### src/rtl/anspwm_pkg.sv
// Shared constants and types for the LED selector key/auto-toggle logic.
package anspwm_pkg;

  localparam logic SEL_SUM       = 1'b0;
  localparam logic SEL_CONTRIB   = 1'b1;
  localparam logic KEY_PRESSED_N = 1'b0;

  typedef enum logic [1:0] {
    RELEASED,
    PRESS_WAIT,
    PRESSED,
    RELEASE_WAIT
  } key_state_t;

endpackage

### src/rtl/sel_key_toggle_debounce.sv
// Key synchronizer plus debounce FSM.
//
// state        | meaning
// -------------+-------------------------------------------------
// RELEASED     | key stably released, key_level = 0
// PRESS_WAIT   | key seen low, counting stable-low cycles
// PRESSED      | key stably pressed, key_level = 1
// RELEASE_WAIT | key seen high, counting stable-high cycles
//
// press_pulse is decoded from registered state only, so it is high on the
// cycle before the edge that enters PRESSED; the top registers the toggle on
// that same edge.
module key_debounce
  import anspwm_pkg::*;
#(
  parameter int DEBOUNCE_CYCLES = 1_000_000,
  parameter int CNT_W           = 27
) (
  input  logic clk,
  input  logic rst,
  input  logic key_n,
  output logic key_level,
  output logic press_pulse
);

  localparam logic [CNT_W-1:0] DB_LAST = CNT_W'(DEBOUNCE_CYCLES - 1);
  localparam logic [CNT_W-1:0] CNT_ONE = CNT_W'(1);

  logic             sync1_q;
  logic             key_s_q;
  key_state_t       state_q;
  logic [CNT_W-1:0] cnt_q;
  logic             level_q;

  // Two-flop synchronizer; reset to the released level.
  always_ff @(posedge clk) begin
    if (rst) begin
      sync1_q <= 1'b1;
      key_s_q <= 1'b1;
    end else begin
      sync1_q <= key_n;
      key_s_q <= sync1_q;
    end
  end

  logic key_down;
  assign key_down = (key_s_q == KEY_PRESSED_N);

  // Debounce FSM with terminal-count compare on the stability counter.
  always_ff @(posedge clk) begin
    if (rst) begin
      state_q <= RELEASED;
      cnt_q   <= '0;
      level_q <= 1'b0;
    end else begin
      unique case (state_q)
        RELEASED: begin
          if (key_down) begin
            state_q <= PRESS_WAIT;
            cnt_q   <= CNT_ONE;
          end
        end
        PRESS_WAIT: begin
          if (!key_down) begin
            state_q <= RELEASED;
            cnt_q   <= '0;
          end else if (cnt_q == DB_LAST) begin
            state_q <= PRESSED;
            level_q <= 1'b1;
            cnt_q   <= '0;
          end else begin
            cnt_q <= cnt_q + CNT_ONE;
          end
        end
        PRESSED: begin
          if (!key_down) begin
            state_q <= RELEASE_WAIT;
            cnt_q   <= CNT_ONE;
          end
        end
        RELEASE_WAIT: begin
          if (key_down) begin
            state_q <= PRESSED;
            cnt_q   <= '0;
          end else if (cnt_q == DB_LAST) begin
            state_q <= RELEASED;
            level_q <= 1'b0;
            cnt_q   <= '0;
          end else begin
            cnt_q <= cnt_q + CNT_ONE;
          end
        end
        default: begin
          state_q <= RELEASED;
          cnt_q   <= '0;
        end
      endcase
    end
  end

  assign press_pulse = (state_q == PRESS_WAIT) && key_down && (cnt_q == DB_LAST);
  assign key_level   = level_q;

endmodule

### src/rtl/sel_key_toggle.sv
// Selector toggle for the LED display: debounced key press or periodic
// auto expiry flips sel; sel_changed pulses on every flip.
module sel_key_toggle
  import anspwm_pkg::*;
#(
  parameter int DEBOUNCE_CYCLES = 1_000_000,
  parameter int AUTO_CYCLES     = 100_000_000,
  parameter int CNT_W           = 27
) (
  input  logic clk,
  input  logic rst,
  input  logic key_n,
  input  logic auto_en,
  output logic sel,
  output logic sel_changed,
  output logic key_level
);

  localparam bit               AUTO_OK   = (AUTO_CYCLES > 0);
  localparam int               AUTO_LAST = AUTO_OK ? AUTO_CYCLES - 1 : 0;
  localparam logic [CNT_W-1:0] AUTO_TC   = CNT_W'(AUTO_LAST);
  localparam logic [CNT_W-1:0] CNT_ONE   = CNT_W'(1);

  logic             press_pulse;
  logic             sel_q;
  logic             chg_q;
  logic [CNT_W-1:0] auto_q;

  key_debounce #(
    .DEBOUNCE_CYCLES(DEBOUNCE_CYCLES),
    .CNT_W          (CNT_W)
  ) u_debounce (
    .clk        (clk),
    .rst        (rst),
    .key_n      (key_n),
    .key_level  (key_level),
    .press_pulse(press_pulse)
  );

  logic auto_act;
  logic auto_exp;
  logic toggle;

  assign auto_act = auto_en && AUTO_OK;
  assign auto_exp = auto_act && (auto_q == AUTO_TC);
  assign toggle   = press_pulse || auto_exp;

  // Selector register, change pulse and auto-period counter.
  always_ff @(posedge clk) begin
    if (rst) begin
      sel_q  <= SEL_SUM;
      chg_q  <= 1'b0;
      auto_q <= '0;
    end else begin
      chg_q <= toggle;
      if (toggle) sel_q <= ~sel_q;
      if (!auto_act || toggle) auto_q <= '0;
      else                     auto_q <= auto_q + CNT_ONE;
    end
  end

  assign sel         = sel_q;
  assign sel_changed = chg_q;

endmodule

### config.mk
export PLATFORM = sky130hd
export DESIGN_NAME = sel_key_toggle
export DESIGN_NICKNAME = d
export VERILOG_FILES = /design/src/rtl/anspwm_pkg.sv /design/src/rtl/sel_key_toggle_debounce.sv /design/src/rtl/sel_key_toggle.sv
export SDC_FILE = /design/constraint.sdc
export NUM_CORES = 1
export LEC_CHECK = 0
export CAP_MARGIN = 10
export CORE_AREA = 2 2 76 78
export CTS_CLUSTER_SIZE = 40
export DETAILED_ROUTE_END_ITERATION = 8
export DIE_AREA = 0 0 78 80
export PLACE_DENSITY_LB_ADDON = 0.12
export SLEW_MARGIN = 20
export SYNTH_ARGS = -nofsm -noshare
export SYNTH_HDL_FRONTEND = slang
export SYNTH_SLANG_ARGS = --single-unit
### constraint.sdc
create_clock -name clk -period 1.9 [get_ports clk]
set_input_delay 0.38 -clock clk [delete_from_list [all_inputs] [get_ports clk]]
set_output_delay 0.38 -clock clk [all_outputs]
set_load 0.03 [all_outputs]
==> run metrics <==
total of flip-flops plus latches after synthesis=slightly above 60; fill cell total of the finished layout=443; XOR/XNOR Fraction of Synth Area=0.0903; largest cells by area after synthesis=sky130_fd_sc_hd__dfxtp_1, sky130_fd_sc_hd__xor2_1, sky130_fd_sc_hd__nor2_1; P_leak=around 1.4 nW; most used standard cell by instance count after synthesis=sky130_fd_sc_hd__dfxtp_1; combinational share of power=0.045; clock latency at the later pin of the worst-skew pair=~340 ps; share of the synthesized area in the top cell type=0.422; kind of launch point of the worst setup path=flip-flop; hpwl dp=4490 um; wire length of the first global-routing pass=around 11000 um; Die Footprint=about 0.0062 mm2; number of buffers inserted by hold repair at cts=0; residual DRC count=0; die width=78 um; maximum clock skew at final layout=between 9 and 10 ps; Net Switching=roughly 0.57 mW; outcome=completed; register area=about 0.0012 mm2; deepest clock path buffer count=2; Clock Sinks=61; relative max-transition margin=0.709; Hold Path Stages=1; number of H-tree levels=3; dpl cell area=around 0.0034 mm2; Final Hold Viols=0; area of combinational cells with multiple inputs=~0.0017 mm2; global placement routability congestion=0.827; worst path arrival time=approximately 2100 ps; internal power of the cells=approximately 1.9 mW; share of layout cells above drive strength 1=0.237; final global-route overflow total=0; slew of the pin with the lowest slew margin=436 ps; part of the power in the clock network=0.424; endpoint type of the worst setup path=flip-flop; worst reg2reg path depth=7; Fin Setup TNS=0 ps; warning count from the yosys run=0; vias per cell=approximately 5.6; initial antenna violation count=0; final std cells w/o fill=~480; starting density of the core=0.536; maximum number of pins on one net before global-route repair=28; type of the worst setup path=flip-flop to flip-flop; FF-to-FF Start=u_debounce.cnt_q[18]; final setup violation count=0; Synth area leader=sky130_fd_sc_hd__dfxtp_1; summed instance area of the synthesized netlist=around 0.0029 mm2; multiplexer share of the synthesized area=0.00346; CTS tree=done; unique cell type count in the Yosys netlist=46; TritonRoute pass-1 iters=6; Max IR drop VDD=roughly 0.00037 V; fraction of power spent switching nets=0.234; average detailed-routed wire length per instance=14.2 um; total number of placement rows=27; path category of the worst min-delay check=flip-flop to flip-flop; total length of routed wires=6770 um; number of nets with antenna violations after detailed routing=0; proportion of power drawn by flip-flops and latches=0.531; via count of the first global-routing pass=between 2k and 3k; Placeable Area=around 0.0054 mm2; via total after detailed routing=around 2.7k; largest family of logic cells by synthesized area=simple AND/OR/NAND/NOR gates; final standard cell area without fillers=between 0.003 and 0.004 mm2; minimum clock period after layout=1850 ps; cell count after synthesis=around 340; adder and majority cell fraction of the synthesized area=0.00864; DRC violation total after the first TritonRoute iteration=between 150 and 200; WP data required=roughly 2100 ps; sequential share of the synthesized area=0.422; final slew viol count=0; diodes inserted=0; total number of nets in the final design=406; clk slew on worst S/H paths=around 70 ps; maximum capacitance violations=0; total CTS buffers=9; most instantiated flip-flop cell in the synthesis netlist=sky130_fd_sc_hd__dfxtp_1; power density over the cells=around 660 mW/mm2; most numerous cell types in the synthesized netlist=sky130_fd_sc_hd__dfxtp_1, sky130_fd_sc_hd__nor2_1, sky130_fd_sc_hd__nand2_1; synthesized area divided by synthesized cell count=~8.5 um2; fraction of registers with async set/reset=0; sum of internal, switching and leakage power=about 2.5 mW; number of enable-type register cells in the synthesized netlist=0; worst setup slack for register-to-register paths=50 ps; placed insts=between 400 and 500; Final period util=0.974; hold path startpoint=u_debounce.sync1_q; total of buffers placed on input and output ports=6; highest attainable clock frequency=around 0.54 GHz; CTS Root Cell=sky130_fd_sc_hd__clkbuf_8; maximum fanout along the worst path=14; RSZ-0062 raised after global routing=yes; Area Growth Syn to Fin=27.9%; GRT Total Usage=0.223; launch point of the worst path=u_debounce.cnt_q[18]; vertical die dimension=80 um; number of top-level pins=7; syn_nets=between 300 and 400; simple-gate share of the synthesized area=0.309; fraction of the mapped netlist area in compound gates=0.133
-- cell usage in the layout, fill, tap and decap left out, types with 4 or more instances in the layout --
| master | Yosys | final |
|---|---|---|
| sky130_fd_sc_hd__dfxtp_1 | 61 | 58 |
| sky130_fd_sc_hd__buf_4 | 0 | 49 |
| sky130_fd_sc_hd__nor2_1 | 44 | 43 |
| sky130_fd_sc_hd__nand2_1 | 40 | 40 |
| sky130_fd_sc_hd__nand3_1 | 27 | 25 |
| sky130_fd_sc_hd__xor2_1 | 20 | 20 |
| sky130_fd_sc_hd__a31oi_1 | 15 | 14 |
| sky130_fd_sc_hd__nand4_1 | 12 | 12 |
| sky130_fd_sc_hd__clkbuf_8 | 0 | 11 |
| sky130_fd_sc_hd__a21oi_1 | 12 | 10 |
| sky130_fd_sc_hd__and3_1 | 10 | 9 |
| sky130_fd_sc_hd__o21ai_0 | 9 | 9 |
| sky130_fd_sc_hd__inv_1 | 8 | 8 |
| sky130_fd_sc_hd__xnor2_1 | 8 | 8 |
| sky130_fd_sc_hd__nor3_1 | 7 | 6 |
| sky130_fd_sc_hd__clkdlybuf4s50_1 | 0 | 6 |
| sky130_fd_sc_hd__or3_1 | 4 | 4 |
| sky130_fd_sc_hd__o211ai_1 | 4 | 4 |
| sky130_fd_sc_hd__a21o_1 | 4 | 4 |
-- power by group through the flow --
| stage | sequential, mW | clock (mW) | combinational [mW] |
|---|---|---|---|
| 5_1_grt | 1.30 | 1.12 | 0.120 |
| 6_report | 1.30 | 1.04 | 0.110 |
| 3_5_place_dp | 1.33 | 0 | 0.0954 |
| 4_1_cts | 1.30 | 1.06 | 0.0970 |
| 2_1_floorplan | 1.33 | 0 | 0.0501 |
| 3_3_place_gp | 1.33 | 0 | 0.0932 |
-- cell type report --
cell class | instances | area share
inverter | 8 | 0.00810
timing repair buffer | 60 | 0.137
clock inverter | 4 | 0.00608
sequential | 61 | 0.331
tap | 72 | 0.0243
multi-input combinational | 260 | 0.452
clock buffer | 12 | 0.0419
-- registers in the layout, summed over array words and instances (netlist names), named ones only --
register / cells
u_debounce.key_level: 1
sel_changed: 1
auto_q: 27
u_debounce.state_q: 1
u_debounce.key_s_q: 1
u_debounce.cnt_q: 27
sel: 1
u_debounce.sync1_q: 1
-- final timing paths --
check | to
setup reg to reg | u_debounce.cnt_q[19]
hold reg to reg | u_debounce.key_s_q
hold / removal | u_debounce.key_s_q
setup / recovery | u_debounce.cnt_q[19]
-- routing by layer --
layer | up-vias | global-route usage | routed length [um]
met3 | 14 | 0.0486 | 280
li1 | 1341 | - | -
met4 | 0 | 0.105 | 138
met1 | 1231 | 0.280 | 3070
met5 | - | 0 | 0
met2 | 68 | 0.366 | 3270
-- worst max-delay path, cell delays in order (launching register included) --
cell and delay (ps):
sky130_fd_sc_hd__dfxtp_1 390, sky130_fd_sc_hd__nand4_1 240, sky130_fd_sc_hd__nor4_4 390, sky130_fd_sc_hd__a211oi_2 140, sky130_fd_sc_hd__buf_6 180, sky130_fd_sc_hd__buf_4 140
sky130_fd_sc_hd__a41oi_2 160, sky130_fd_sc_hd__a31oi_1 70
-- repair_timing --
item / in CTS / in global routing
pin swaps: 2 / 7
gates cloned: 0 / 2
setup endpoints to repair: 11 / 47
gates resized for setup: 5 / 17
buffers inserted: 0 / 2
-- per-stage QoR --
step           setup slack (ps)  hold slack [ps]   util
2_1_floorplan              32.8              389      -
3_3_place_gp              -38.5              391  0.623
3_5_place_dp              -50.8              407  0.623
4_1_cts                    19.4              413  0.660
5_1_grt                   -44.0              431  0.686
6_report                   50.2              413  0.686
-- kinds of logic after synthesis --
group | Yosys count
buf+inv | 21
mux | 1
flops | 61
simple gates | 170
compound gates | 58
fa+ha+maj | 2
xor+xnor | 29
Note: power is estimated with default switching activity, not from simulation.
